$ cat config.mk
export PLATFORM = sky130hd
export DESIGN_NAME = cn_c2v_gen
export DESIGN_NICKNAME = d
export VERILOG_FILES = /design/src/rtl/cn_c2v_gen.sv
export SDC_FILE = /design/constraint.sdc
export NUM_CORES = 1
export LEC_CHECK = 0
export BUFFER_PORTS_ARGS = -buffer_cell sky130_fd_sc_hd__buf_2
export CAP_MARGIN = 10
export CORE_MARGIN = 8
export CORE_UTILIZATION = 45
export CTS_CLUSTER_SIZE = 30
export DETAILED_ROUTE_END_ITERATION = 8
export SYNTH_ARGS = -nofsm -noshare
export SYNTH_HDL_FRONTEND = slang
export SYNTH_SLANG_ARGS = --single-unit
export TNS_END_PERCENT = 50
$ cat constraint.sdc
create_clock -name i_clk -period 3.47 [get_ports i_clk]
set_input_delay 0.5205 -clock i_clk [delete_from_list [all_inputs] [get_ports i_clk]]
set_output_delay 0.5205 -clock i_clk [all_outputs]
set_load 0.02 [all_outputs]
$ cat src/rtl/cn_c2v_gen.sv
// Check-node C2V generator: replays offset-min-sum C2V messages per column from the
// compressed row state, with ping-pong sign banks so collection overlaps emission.
module cn_c2v_gen #(
  parameter int MSG_WIDTH   = 6,
  parameter int COL_CNT_WID = 7,
  parameter int ROW_DEG     = 32,
  parameter int OFFSET      = 1
) (
  input  logic                         i_clk,
  input  logic                         i_rst_n,
  input  logic                         i_sign_vld,
  input  logic                         i_sign,
  input  logic                         i_load,
  input  logic [(MSG_WIDTH-1)*2-1:0]   i_v2c_abs,
  input  logic [COL_CNT_WID-1:0]       i_v2c_idx,
  input  logic                         i_sign_tot,
  output logic                         o_load_rdy,
  output logic                         o_load_err,
  output logic                         o_vld,
  input  logic                         i_rdy,
  output logic [MSG_WIDTH-1:0]         o_c2v,
  output logic [COL_CNT_WID-1:0]       o_col_cnt,
  output logic                         o_last
);

  localparam int MAG_W = MSG_WIDTH - 1;
  localparam int AW    = (ROW_DEG > 1) ? $clog2(ROW_DEG) : 1;
  localparam logic [COL_CNT_WID-1:0] DEG_C = COL_CNT_WID'(ROW_DEG);
  localparam logic [COL_CNT_WID-1:0] ONE_C = COL_CNT_WID'(1);
  localparam logic [MAG_W-1:0]       OFS_C = MAG_W'(OFFSET);

  typedef enum logic [0:0] {
    ST_IDLE = 1'b0,
    ST_EMIT = 1'b1
  } state_t;

  state_t                  state_r;
  state_t                  state_nxt_s;
  logic                    wr_bank_r;
  logic                    rd_bank_r;
  logic [COL_CNT_WID-1:0]  wr_ptr_r;
  logic [COL_CNT_WID-1:0]  rd_ptr_r;
  logic [COL_CNT_WID-1:0]  len_r;
  logic [COL_CNT_WID-1:0]  len_nxt_s;
  logic [COL_CNT_WID-1:0]  idx_r;
  logic [MAG_W-1:0]        min1_r;
  logic [MAG_W-1:0]        min2_r;
  logic                    sign_tot_r;
  logic                    load_err_r;
  logic [ROW_DEG-1:0]      bank_r [2];
  logic                    wr_ok_s;
  logic                    hs_s;
  logic                    load_acc_s;
  logic [MAG_W-1:0]        sel_s;
  logic [MAG_W-1:0]        mag_s;
  logic                    sbit_s;

  function automatic logic [MAG_W-1:0] offset_mag(input logic [MAG_W-1:0] sel);
    return (sel > OFS_C) ? (sel - OFS_C) : {MAG_W{1'b0}};
  endfunction

  // Writes past ROW_DEG are dropped; the pointer saturates there.
  assign wr_ok_s    = i_sign_vld & (wr_ptr_r != DEG_C);
  assign hs_s       = o_vld & i_rdy;
  assign o_load_rdy = (state_r == ST_IDLE) | (hs_s & o_last);
  assign load_acc_s = i_load & o_load_rdy;
  assign len_nxt_s  = wr_ptr_r + (wr_ok_s ? ONE_C : {COL_CNT_WID{1'b0}});
  assign o_load_err = load_err_r;

  // Per-column sign storage (contents are don't-care after reset).
  always_ff @(posedge i_clk) begin
    if (wr_ok_s) begin
      bank_r[wr_bank_r][wr_ptr_r[AW-1:0]] <= i_sign;
    end
  end

  // Write-side pointer and bank select.
  always_ff @(posedge i_clk or negedge i_rst_n) begin
    if (!i_rst_n) begin
      wr_ptr_r  <= {COL_CNT_WID{1'b0}};
      wr_bank_r <= 1'b0;
    end else if (load_acc_s) begin
      wr_ptr_r  <= {COL_CNT_WID{1'b0}};
      wr_bank_r <= ~wr_bank_r;
    end else if (wr_ok_s) begin
      wr_ptr_r  <= wr_ptr_r + ONE_C;
    end else begin
      wr_ptr_r  <= wr_ptr_r;
    end
  end

  // Row context latched on load, plus the emission read pointer.
  always_ff @(posedge i_clk or negedge i_rst_n) begin
    if (!i_rst_n) begin
      min1_r     <= {MAG_W{1'b0}};
      min2_r     <= {MAG_W{1'b0}};
      idx_r      <= {COL_CNT_WID{1'b0}};
      sign_tot_r <= 1'b0;
      len_r      <= {COL_CNT_WID{1'b0}};
      rd_bank_r  <= 1'b0;
      rd_ptr_r   <= {COL_CNT_WID{1'b0}};
    end else if (load_acc_s) begin
      min1_r     <= i_v2c_abs[MAG_W-1:0];
      min2_r     <= i_v2c_abs[2*MAG_W-1:MAG_W];
      idx_r      <= i_v2c_idx;
      sign_tot_r <= i_sign_tot;
      len_r      <= len_nxt_s;
      rd_bank_r  <= wr_bank_r;
      rd_ptr_r   <= {COL_CNT_WID{1'b0}};
    end else if (hs_s & ~o_last) begin
      rd_ptr_r   <= rd_ptr_r + ONE_C;
    end else begin
      rd_ptr_r   <= rd_ptr_r;
    end
  end

  // FSM state register and dropped-load pulse.
  always_ff @(posedge i_clk or negedge i_rst_n) begin
    if (!i_rst_n) begin
      state_r    <= ST_IDLE;
      load_err_r <= 1'b0;
    end else begin
      state_r    <= state_nxt_s;
      load_err_r <= i_load & ~o_load_rdy;
    end
  end

  // Next-state: a load on the last handshake chains straight into the next row.
  always_comb begin
    state_nxt_s = state_r;
    case (state_r)
      ST_IDLE: begin
        if (load_acc_s && (len_nxt_s != {COL_CNT_WID{1'b0}})) begin
          state_nxt_s = ST_EMIT;
        end else begin
          state_nxt_s = ST_IDLE;
        end
      end
      ST_EMIT: begin
        if (hs_s & o_last) begin
          state_nxt_s = (load_acc_s && (len_nxt_s != {COL_CNT_WID{1'b0}})) ? ST_EMIT : ST_IDLE;
        end else begin
          state_nxt_s = ST_EMIT;
        end
      end
      default: state_nxt_s = ST_IDLE;
    endcase
  end

  // Outputs: idx never matches an out-of-range column, so those rows use min1 throughout.
  always_comb begin
    o_vld     = 1'b0;
    o_c2v     = {MSG_WIDTH{1'b0}};
    o_col_cnt = {COL_CNT_WID{1'b0}};
    o_last    = 1'b0;
    sel_s     = (rd_ptr_r == idx_r) ? min2_r : min1_r;
    mag_s     = offset_mag(sel_s);
    sbit_s    = sign_tot_r ^ bank_r[rd_bank_r][rd_ptr_r[AW-1:0]];
    case (state_r)
      ST_EMIT: begin
        o_vld     = 1'b1;
        o_c2v     = {sbit_s & (mag_s != {MAG_W{1'b0}}), mag_s};
        o_col_cnt = rd_ptr_r;
        o_last    = (rd_ptr_r == (len_r - ONE_C));
      end
      default: begin
        o_vld     = 1'b0;
        o_c2v     = {MSG_WIDTH{1'b0}};
        o_col_cnt = {COL_CNT_WID{1'b0}};
        o_last    = 1'b0;
      end
    endcase
  end

endmodule

==> results.sh <==
export IMPL_ios=41
export IMPL_outcome="finished, final reports clean"
export IMPL_synth_yosys_seq_area_share_pct=51.6
export IMPL_synth_cells=515
export IMPL_dieArea_sq_um=16800
export IMPL_final_nets=584
export IMPL_worstPathCellList="buf_4, and2_1, a22oi_1, a2111oi_0, a31o_2, o41ai_1, buf_4, a32oi_1, buf_2"
export IMPL_drt_total_wl_um=13200
export IMPL_n_fill_cell=1139
export IMPL_whs_ps=312
export IMPL_setup_viol=0
export IMPL_antenna_found_initial=0
export IMPL_worstPathRequired_ps=2950
export IMPL_grt_pass1_wl_um=21300
export IMPL_path_common_cell="buf_4"
export IMPL_pwr_density_cell_nw_per_um2=831
export IMPL_synth_largest_area_cell="edfxtp_1"
export IMPL_cts_tree="done"
export IMPL_cts_num_sinks=107
export IMPL_synth_top_flop_cell="edfxtp_1"
export IMPL_final_setup_tns_ps=0
export IMPL_multiInputGateArea_sq_um=2640
export IMPL_overflow=0
export IMPL_num_antenna_cells=0
export IMPL_rows=41
export IMPL_startpoint_type="register"
export IMPL_dieHeight_um=130
export IMPL_dpl_instance_area_sq_um=6210
export IMPL_yosys_warnings=0
export IMPL_syn_to_final_growth_pct=12.3
export IMPL_seqCellArea_sq_um=3000
export IMPL_fmax_mhz=294
export IMPL_crit_fanout=10
export IMPL_clock_path_buffers=2
export IMPL_path_delay_family="compound AO/OA/AOI/OAI gates"
export IMPL_finClkSkew_ps=7.85
export IMPL_start_util_pct=46.0
export IMPL_cts_resized=3
export IMPL_synth_area_per_cell_sq_um=11.3
export IMPL_crit_path_max_incr_delay_ps=530
export IMPL_drive_gt1_share_pct=22.2
export IMPL_synth_seq_cells=107
export IMPL_cts_root_buf="clkbuf_16"
export IMPL_cts_htree_levels=3
export IMPL_synth_area_sq_um=5810
export IMPL_path_clk_slew_ps=70
export IMPL_place_congestion=0.881
export IMPL_first_iter_violations=265
export IMPL_synth_area_leaders="edfxtp_1 33%, dfrtp_1 19%, mux2i_1 5.9%"
export IMPL_dr_total_vias=4066
export IMPL_dp_hpwl_um=8790
export IMPL_dieWidth_um=130
export IMPL_synth_edf_count=64
export IMPL_numCtsBuffers=9
export IMPL_wl_per_cell_um=18.2
export IMPL_first_pass_iters=4
export IMPL_yosysMostFrequentCell="nor2_1"
export IMPL_grt_pass1_vias=4035
export IMPL_ant_nets=0
export IMPL_grt_max_degree=65
export IMPL_max_slew_margin_rel_pct=34.9
export IMPL_min_path_type="in -> async"
export IMPL_crit_slowest_cell="o41ai_1"
export IMPL_worst_pin_slew_ps=976
export IMPL_synth_common_cells="80 x nor2_1, 64 x edfxtp_1, 43 x dfrtp_1"
export IMPL_min_period_ps=3410
export IMPL_synth_cell_types=58
export IMPL_clk_latency_ps=350
export IMPL_min_period_over_period_pct=98.2
export IMPL_cp_buffers_inverters=3
export IMPL_finalPower_w=0.00542
export IMPL_crit_type="reg -> out"
export IMPL_ir_drop_mv=0.625
export IMPL_grt_use_total_pct=16.5
export IMPL_portBuffers=40
export IMPL_crit_path_end_kind="output pin"
export IMPL_design_area_sq_um=6520
export IMPL_drc=0
export IMPL_arrival_ps=2890
export IMPL_post_cts_repair_setup_buffers=0
export IMPL_hold_violations=0
export IMPL_p_leak_nw=2.51
export IMPL_ys_async_sr_fraction_pct=40.2
export IMPL_yosysTopAreaCellShare_pct=33.1
export IMPL_maxSlewViolCount=0
export IMPL_syn_nets=549
export IMPL_max_cap_viol_count=0
export IMPL_core_sq_um=12600
export IMPL_cts_hold_buffers_added=0
export IMPL_vias_per_cell=5.59
## cells by family after synthesis
kind of cell	Yosys count	share of synthesized area (%)
muxes	64	13.0
xor gates and xnor gates	32	5.06
adders and majority gates	10	2.15
DFF	107	51.6
buffers and inverters	44	3.64
AOI/OAI and AO/OA	65	8.23
and+or+nand+nor	193	16.3
## where the power goes
part / leakage (nW) / internal (W) / switching [W] / total, W
Combinational: 1.28 / 0.00115 / 0.00146 / 0.00260
Sequential: 1.09 / 0.00160 / 0.000256 / 0.00185
Clock: 0.135 / 0.000491 / 0.000475 / 0.000966
Total: 2.51 / 0.00323 / 0.00219 / 0.00542
## area by class of cell
type	count	area share, %
repair buffers	57	5.41
inverters	11	0.633
well taps	172	3.30
multi-input cells	364	40.5
flip-flops and latches	107	46.0
clock buffers	9	3.45
clock inverters	7	0.767
## cell usage in the layout, fill, tap and decap left out, drive strengths merged, types with 3 or more instances in the layout
| cell type | count |
|---|---|
| a31oi | 3 |
| and2 | 13 |
| mux2i | 34 |
| nor4 | 4 |
| a211o | 4 |
| edfxtp | 64 |
| buf | 57 |
| a32oi | 3 |
| nand4 | 8 |
| dfrtp | 43 |
| inv | 12 |
| nor2b | 5 |
| nand3b | 4 |
| xor2 | 11 |
| mux2 | 30 |
| and3 | 5 |
| xnor2 | 20 |
| o21ai | 8 |
| nor3b | 3 |
| a21oi | 12 |
| nor2 | 80 |
| nand3 | 18 |
| or3 | 9 |
| nand2 | 20 |
| a22oi | 13 |
| clkinv | 5 |
| nand2b | 8 |
| ha | 10 |
| nor3 | 7 |
| clkbuf | 9 |
## through the flow
step / utilization [%] / std cells / setup slack (ps)
finish: 51.7 / 727 / 63.7
CTS: 51.4 / 727 / -4.09
global placement: 49.2 / 711 / 399
global route: 51.7 / 727 / -13.0
floorplan: - / 515 / 379
detailed placement: 49.2 / 711 / 254
## final timing paths
| check | from | endpoint | slack [ps] | cells past startpoint |
|---|---|---|---|---|
| min in group i_clk | i_v2c_abs[2] | min1_r[2]$_DFFE_PN0N_ | 400 | 2 |
| setup / recovery | rd_ptr_r[1]$_DFFE_PN0P_ | o_c2v[5] | 60 | 9 |
| setup reg to reg | len_r[0]$_DFFE_PN0N_ | idx_r[6]$_DFFE_PN0N_ | 580 | 9 |
| max in group asynchronous | i_rst_n | rd_ptr_r[6]$_DFFE_PN0P_ | 2510 | 1 |
| hold / removal | i_rst_n | min1_r[3]$_DFFE_PN0N_ | 310 | 1 |
| hold reg to reg | min2_r[0]$_DFFE_PN0N_ | min2_r[0]$_DFFE_PN0N_ | 540 | 1 |
## registers in the layout (all words and copies together) (netlist names), 5 cells and up
signal,cells
len_r,7
rd_ptr_r,7
bank_r,64
wr_ptr_r,7
min2_r,5
min1_r,5
idx_r,7
## metal layers
metal,part of all wire (%),vias up,global-route usage [%]
met5,0,-,0
met4,1.6,0,6.42
met3,4.7,17,2.67
met2,48,111,26.9
met1,45,2009,21.5
li1,-,1929,-
No activity file was read; power rests on OpenSTA's default activity.
